### src/rtl/mips_wbmaster_pkg.sv
// Shared definitions for the Wishbone single-transfer master:
// bus widths and the two-state controller encoding.
package mips_wbmaster_pkg;

  localparam int DW = 32;  // Wishbone data width
  localparam int SW = 4;   // byte selects, one per data lane

  typedef enum logic {
    ST_IDLE = 1'b0,
    ST_BUS  = 1'b1
  } wbm_state_e;

endpackage

### src/rtl/mips_wbm_tmo.sv
// Bus-timeout counter. Cleared when a transfer is accepted, counts every
// cycle the master spends in BUS, and flags expiry during the last allowed
// BUS cycle so the transfer ends after exactly TMO_CYCLES bus cycles.
module mips_wbm_tmo #(
  parameter int TMO_CYCLES = 255
) (
  input  logic clk,
  input  logic rst_n,
  input  logic start,
  input  logic busy,
  output logic expired
);

  // Width holds TMO_CYCLES itself, so the single extra increment on the
  // terminating edge cannot wrap.
  localparam int CW = $clog2(TMO_CYCLES + 1);
  localparam logic [CW-1:0] LIMIT = CW'(TMO_CYCLES - 1);

  logic [CW-1:0] cnt;

  // Count BUS cycles; restart on every accepted request.
  always_ff @(posedge clk or negedge rst_n) begin
    if (!rst_n)     cnt <= '0;
    else if (start) cnt <= '0;
    else if (busy)  cnt <= cnt + 1'b1;
  end

  assign expired = busy & (cnt == LIMIT);

endmodule

### src/rtl/mips_wbmaster.sv
// Wishbone classic single-transfer master for the SSRAM program/data ports.
// Turns a req/rdy/ack CPU handshake into one Wishbone cycle per request.
// Optional build macro MIPS_WBM_TIMEOUT_EN adds a bus-timeout that ends a
// hung transfer as an error after TMO_CYCLES bus cycles.
module mips_wbmaster
  import mips_wbmaster_pkg::*;
#(
  parameter int WADDR      = 13,
  parameter int TMO_CYCLES = 255
) (
  input  logic             clk,
  input  logic             rst_n,
  input  logic             cpu_req,
  input  logic             cpu_we,
  input  logic [WADDR-1:0] cpu_addr,
  input  logic [DW-1:0]    cpu_wdata,
  input  logic [SW-1:0]    cpu_sel,
  output logic             cpu_rdy,
  output logic             cpu_ack,
  output logic             cpu_err,
  output logic [DW-1:0]    cpu_rdata,
  output logic             cyc_o,
  output logic             stb_o,
  output logic             we_o,
  output logic [WADDR-1:0] adr_o,
  output logic [DW-1:0]    dat_o,
  output logic [SW-1:0]    sel_o,
  input  logic [DW-1:0]    dat_i,
  input  logic             ack_i,
  input  logic             err_i
);

  wbm_state_e state, state_nxt;
  logic       in_bus, accept, done, fail, tmo;

  assign cpu_rdy = (state == ST_IDLE);
  assign in_bus  = (state == ST_BUS);
  assign accept  = cpu_rdy & cpu_req;

`ifdef MIPS_WBM_TIMEOUT_EN
  mips_wbm_tmo #(
    .TMO_CYCLES (TMO_CYCLES)
  ) u_tmo (
    .clk     (clk),
    .rst_n   (rst_n),
    .start   (accept),
    .busy    (in_bus),
    .expired (tmo)
  );
`else
  // No timeout hardware: a slave that never responds stalls the port.
  assign tmo = (TMO_CYCLES < 0);
`endif

  // Slave responses count only while a cycle is open; err beats ack.
  assign fail = in_bus & (err_i | tmo);
  assign done = in_bus & (ack_i | err_i | tmo);

  // State register.
  always_ff @(posedge clk or negedge rst_n) begin
    if (!rst_n) state <= ST_IDLE;
    else        state <= state_nxt;
  end

  // Next-state: accept in IDLE, return on any termination in BUS.
  always_comb begin
    state_nxt = state;
    case (state)
      ST_IDLE: if (cpu_req) state_nxt = ST_BUS;
      ST_BUS:  if (done)    state_nxt = ST_IDLE;
      default:              state_nxt = ST_IDLE;
    endcase
  end

  // Registered bus and CPU-side outputs.
  always_ff @(posedge clk or negedge rst_n) begin
    if (!rst_n) begin
      cyc_o     <= 1'b0;
      stb_o     <= 1'b0;
      we_o      <= 1'b0;
      adr_o     <= '0;
      dat_o     <= '0;
      sel_o     <= '0;
      cpu_ack   <= 1'b0;
      cpu_err   <= 1'b0;
      cpu_rdata <= '0;
    end else begin
      cpu_ack <= done;
      cpu_err <= fail;
      if (accept) begin
        cyc_o <= 1'b1;
        stb_o <= 1'b1;
        we_o  <= cpu_we;
        adr_o <= cpu_addr;
        dat_o <= cpu_wdata;
        sel_o <= cpu_sel;
      end else if (done) begin
        cyc_o <= 1'b0;
        stb_o <= 1'b0;
      end
      // Read data is only captured on a clean read completion.
      if (done && !fail && !we_o) cpu_rdata <= dat_i;
    end
  end

endmodule

### config.mk
export PLATFORM = sky130hd
export DESIGN_NAME = mips_wbmaster
export DESIGN_NICKNAME = d
export VERILOG_FILES = /design/src/rtl/mips_wbmaster_pkg.sv /design/src/rtl/mips_wbm_tmo.sv /design/src/rtl/mips_wbmaster.sv
export SDC_FILE = /design/constraint.sdc
export NUM_CORES = 1
export LEC_CHECK = 0
export BUFFER_PORTS_ARGS = -buffer_cell sky130_fd_sc_hd__buf_2
export CORE_MARGIN = 2
export CORE_UTILIZATION = 35
export CTS_CLUSTER_SIZE = 10
export DETAILED_ROUTE_END_ITERATION = 10
export GPL_TIMING_DRIVEN = 0
export MAX_ROUTING_LAYER = met4
export RECOVER_POWER = 50
export SLEW_MARGIN = 20
export SYNTH_ARGS = -nofsm -noshare
export SYNTH_HDL_FRONTEND = slang
export SYNTH_SLANG_ARGS = --single-unit
### constraint.sdc
create_clock -name clk -period 2.45 [get_ports clk]
set_clock_uncertainty 0.2 [all_clocks]
set_input_delay 0.1225 -clock clk [delete_from_list [all_inputs] [get_ports clk]]
set_output_delay 0.1225 -clock clk [all_outputs]
set_load 0.1 [all_outputs]
==> results.tsv, run 1 <==
metric	value	unit
status	finished, final reports clean	
DR vias/cell	4.31	
Port-buffer cells	173	
P&R area growth vs syn	60.6	%
pin count of the biggest net entering global routing	57	
synthesized instance count	188	
CP Data Arrival Time	1.59	ns
critical path peak fanout	2	
syn nets	275	
Antenna Nets Post-Route	0	
leakage	0.00258	uW
Worst setup SP type	flip-flop	
final hold violations	0	
crit path max-delay cell type	clkbuf_1	
Power Total	6910	uW
vias in the first global route	2730	
commonest non-fill, non-tap cells in the layout	132 x buf_2, 86 x dfrtp_1, 85 x dlygate4sd3_1, 52 x mux2_2, 42 x clkbuf_1	
fraction of layout cells with a size suffix above 1	52.3	%
final setup TNS	0	ns
Worst EP required	2.13	ns
Bufs and invs on worst path	1	
antenna cell count	0	
Slew Limit Fails	0	
CTS Buf Count	9	
Seq/Total Area, Yosys	63.5	%
H-tree levels	3	
post-CTS sizing	0	
I/O pin total	174	
Post-Route WL	8390	um
Pre-Repair DR Iteration Count	4	
Worst Setup SP	cpu_rdata[24]	
Worst path max stage delay	0.88	ns
die footprint	10500	um^2
Core ar.	9330	um^2
FP Rows	35	
worst-path cell chain	clkbuf_1	
minimum clock period	1.91	ns
reg-to-reg startpoint	in_bus	
Yosys top cell by area	dfrtp_1	
post-DP HPWL	5560	um
synth warn	0	
Final Core Density	58.4	%
Max clock buf depth	2	
Highest Clock Rate	0.524	GHz
commonest non-fill, non-tap cell in the layout	buf_2	
CP delay by family, top	buffers and inverters	
root buffer cell	clkbuf_8	
vias	2551	
DRC viols	0	
grt ovf	0	
Worst-Skew Late Latency	0.35	ns
Post-CTS Setup Bufs	0	
crit path kind	flip-flop to output port	
unrepaired setup endpoints after global routing	false	
Die Width	102	um
Worst setup EP type	output port	
Max-Cap Viols	0	
clock-pin slew on the worst setup and hold paths	0.08	ns
# hold bufs at CTS	85	
Routed WL per cell	14.2	um
PD cells	1270	nW/um^2
area share of the largest cell type after synthesis	63.5	%
library cells used by synthesis	15	
Yosys reg bits	86	
antenna violations before repair	0	
first-pass GRT wire length	13000	um
RD Place Congestion	0.683	
# nets final	545	
Tcrit/Tclk final	77.9	%
worst slew pin tran	1.22	ns
Clock Sinks	86	
Starting DRT DRC Count	42	
Slew HR	19.1	%
TritonCTS clock tree	done	
gr usage total	16.8	%
hold crit path type	input port to asynchronous set/reset pin	
Die H	102	um
maximum vdd drop	0.000731	V
Synth Cell Area	3390	um^2
Initial Utilization	36.3	%
Mean Syn Cell Area	18.0	um^2
top cells by area, synth	dfrtp_1 64%, mux2_2 17%, mux2_4 13%, buf_6 2.0%, buf_12 1.8%	
setup violators final	0	
[final timing paths]
check                                      to  slack, ns  cells past startpoint
worst max-delay path            cpu_rdata[24]       0.54                      1
worst min-delay path            cpu_rdata[28]       0.20                      2
worst max register to register      dat_o[18]       0.60                      4
worst min register to register      adr_o[10]       0.31                      1
max in group asynchronous           dat_o[31]       1.11                      3
min in group clk                    adr_o[10]       0.31                      1
[cells in the mapped netlist (all sizes together)]
cell	count
o21a	1
a21o	1
o21bai	1
nor2	1
and4bb	1
inv	2
dfrtp	86
mux2	82
buf	11
nor2b	1
and2	1
[metal layers]
metal / track usage, % / vias to the layer above / wire [um]
met5: - / - / 0
met4: 6.05 / 0 / 112
met3: 5.20 / 9 / 602
met2: 28.9 / 106 / 4350
met1: 18.3 / 1243 / 3330
li1: - / 1193 / -
[worst register-to-register path, cell delays in order (launching register included)]
cell and delay, ns:
dfrtp_1 0.43, nor2b_1 0.12, clkbuf_1 0.41, buf_6 0.23, mux2_2 0.35
[sequential cells by signal, summed over array words and instances, names as in the netlist]
name,cells
adr_o,13
cpu_ack,1
cpu_err,1
cpu_rdata,32
dat_o,32
in_bus,1
sel_o,4
stb_o,1
we_o,1
[where the power goes]
group / internal [uW] / switching [uW]
Combinational: 761 / 3170
Clock: 523 / 482
Sequential: 1790 / 191
Total: 3070 / 3850
[layout make-up]
type,count,area (um^2)
buffer,11,139
clock buffer,12,155
clock inverter,4,45.0
fill,788,3880
inverter,2,7.51
multi-input combinational,89,1090
sequential,86,2150
tap,129,161
timing repair buffer,259,1690
[through the flow]
step / instances / setup slack, ns / hold slack, ns / area (um^2)
2_1_floorplan: 188 / 0.355 / -0.373 / 3390
3_3_place_gp: 490 / 0.290 / 0.154 / 4420
3_5_place_dp: 491 / 0.797 / -0.111 / 4450
4_1_cts: 592 / 0.792 / 0.0331 / 5500
5_1_grt: 592 / 0.459 / 0.261 / 5440
6_report: 592 / 0.542 / 0.197 / 5440
[kinds of logic after synthesis]
logic type	synth area share [%]
DFF	63.5
muxes	30.6
buffers and inverters	4.36
and+or+nand+nor	0.886
AOI/OAI and AO/OA	0.665
(Power assumes the default switching activity.)
==> run 2, diff against run 1 <==
==> constraint.sdc (replaced) <==
create_clock -name clk -period 1.9 [get_ports clk]
set_clock_uncertainty 0.2 [all_clocks]
set_input_delay 0.095 -clock clk [delete_from_list [all_inputs] [get_ports clk]]
set_output_delay 0.095 -clock clk [all_outputs]
set_load 0.1 [all_outputs]
==> run 2 against run 1 <==
Compared with the run above: clock power up 15%; critical path depth up 3; critical path type is now flip-flop to flip-flop; largest power group unchanged; sequential share of layout area down 0.11 points; worst hold slack worse by 0.015 ns.
==> results.tsv, run 2 (synthesis gave the netlist of run 1 again) <==
metric	value	unit	change
status	finished, final reports clean		
Initial Utilization	36.3	%	unchanged
hold crit path type	input port to flip-flop		
pin count of the biggest net entering global routing	47		-18%
P&R area growth vs syn	61.2	%	
Clock Sinks	86		unchanged
final hold violations	0		unchanged
DR vias/cell	4.34		+0.71%
vias	2569		+0.71%
gr usage total	16.9	%	+0.12 points
RD Place Congestion	0.719		+5.3%
Post-Route WL	8530	um	+1.7%
leading registers by flop count	cpu_rdata x32, dat_o x32, adr_o x13		
critical path peak fanout	10		+8
first-pass GRT wire length	13100	um	+0.90%
Reg power frac	29.0	%	+0.4 points
post-route setup slack	0.268	ns	-0.274 ns
vias in the first global route	2693		-1.4%
Max-Cap Viols	0		unchanged
placed inst area	4440	um^2	-0.14%
Tcrit/Tclk final	85.9	%	
FP Rows	35		unchanged
design area	5460	um^2	+0.34%
Max clock buf depth	2		unchanged
antenna violations before repair	0		unchanged
worst-path cell chain	nor2b_1 > buf_2 > buf_6 > mux2_2		
Die H	102	um	unchanged
H-tree levels	3		unchanged
Core ar.	9330	um^2	unchanged
commonest non-fill, non-tap cells in the layout	133 x buf_2, 85 x dfrtp_1, 85 x dlygate4sd3_1, 52 x mux2_2, 40 x clkbuf_2		
Routed WL per cell	14.4	um	+1.7%
Post-CTS Setup Bufs	0		unchanged
DRC viols	0		unchanged
maximum vdd drop	0.000994	V	+36%
grt ovf	0		unchanged
Antenna Nets Post-Route	0		unchanged
Pre-Repair DR Iteration Count	4		unchanged
crit path max-delay cell type	dfrtp_1		
Port-buffer cells	173		unchanged
Int Power	3840	uW	+25%
Slew Limit Fails	0		unchanged
clock-pin slew on the worst setup and hold paths	0.08	ns	about the same
Worst-Skew Late Latency	0.34	ns	about the same
CTS Buf Count	9		unchanged
Slew HR	21.3	%	+2.2 points
Net Switching	4990	uW	+30%
Worst setup SP type	flip-flop		
root buffer cell	clkbuf_8		
Sw Ratio	56.5	%	+0.91 points
setup violators final	0		unchanged
post-CTS sizing	0		unchanged
Fill cells	731		-7.2%
TritonCTS clock tree	done		
PD cells	1620	nW/um^2	+27%
Starting DRT DRC Count	55		+31%
Highest Clock Rate	0.613	GHz	
leakage	0.00267	uW	+3.6%
antenna cell count	0		unchanged
combinational share of power	58.0	%	+1.1 points
Die Width	102	um	unchanged
worst slew pin tran	1.18	ns	-0.0377 ns
multi-input logic area	1090	um^2	unchanged
crit path kind	flip-flop to flip-flop		
post-DP HPWL	5330	um	-4.2%
commonest non-fill, non-tap cell in the layout	buf_2		
CP Data Arrival Time	1.66	ns	+0.07 ns
Worst setup EP type	flip-flop		
Clock Power Share	13.0	%	-1.5 points
die footprint	10500	um^2	unchanged
unrepaired setup endpoints after global routing	false		
minimum clock period	1.63	ns	
pre-CTS WS	0.257	ns	-0.540 ns
Seq. cell area	2150	um^2	about the same
# nets final	545		unchanged
Worst EP required	1.93	ns	-0.20 ns
fraction of layout cells with a size suffix above 1	61.3	%	+9.1 points
Worst path max stage delay	0.43	ns	-0.45 ns
I/O pin total	174		unchanged
run 2: changes by cell type in the layout (fill, tap and decap cells not counted):
cell / change
buf_12: +1
buf_16: -1
buf_2: +1
bufinv_16: -1
clkbuf_1: -41
clkbuf_2: +39
clkbuf_8: -1
clkinvlp_4: +3
dfrtp_1: -1
dfrtp_2: +1
run 2: metal layers:
metal	up-vias	GRT usage, %	share of wire (%)
li1	1197	-	-
met1	1238	18.6	41
met2	118	28.5	49
met3	16	5.54	8.1
met4	0	6.46	2.0
met5	-	-	0
run 2: layout make-up:
| type | count | share of cell area, % |
|---|---|---|
| Sequential cell | 86 | 39.4 |
| Timing Repair Buffer | 259 | 31.8 |
| Multi-Input combinational cell | 89 | 19.9 |
| Tap cell | 129 | 2.96 |
| Buffer | 11 | 2.57 |
| Clock buffer | 10 | 2.52 |
| Clock inverter | 6 | 0.687 |
| Inverter | 2 | 0.137 |
run 2: repair_timing:
item	in CTS	in global routing
setup endpoints to repair	0	0
endpoints found under the hold margin	131	0
hold buffers	85	0
run 2: critical path: cells and delay by family, from the launching register on:
family,cells,cell delay (ns)
muxes,1,0.35
buffers and inverters,2,0.43
DFF,1,0.43
and+or+nand+nor,1,0.11
run 2: worst paths after layout:
check,from,end,slack (ns),cells past startpoint
max in group asynchronous,rst_n,dat_o[22],0.38,3
max,in_bus,dat_o[23],0.27,4
max reg2reg,in_bus,dat_o[23],0.27,4
min reg2reg,dat_o[3],dat_o[3],0.31,1
min in group asynchronous,rst_n,cpu_rdata[19],0.33,2
min,cpu_req,sel_o[3],0.18,4
run 2: power by group through the flow:
stage / Clock (uW) / Sequential, uW / Combinational (uW)
global route: 1290 / 2620 / 5260
finish: 1150 / 2560 / 5120
CTS: 1210 / 2540 / 5140
global placement: 0 / 2540 / 4980
detailed placement: 0 / 2570 / 5000
floorplan: 0 / 6060 / 729
run 2: metrics by stage:
stage / hold WS, ns / instances / total power, uW / utilization [%] / TNS, ns
floorplan: -0.401 / 188 / 6790 / - / 0
global placement: 0.126 / 490 / 7530 / 47.4 / -19.25
detailed placement: -0.0504 / 491 / 7570 / 47.6 / 0
CTS: 0.0989 / 592 / 8890 / 58.6 / 0
global route: 0.206 / 592 / 9170 / 58.6 / 0
finish: 0.182 / 592 / 8830 / 58.6 / 0
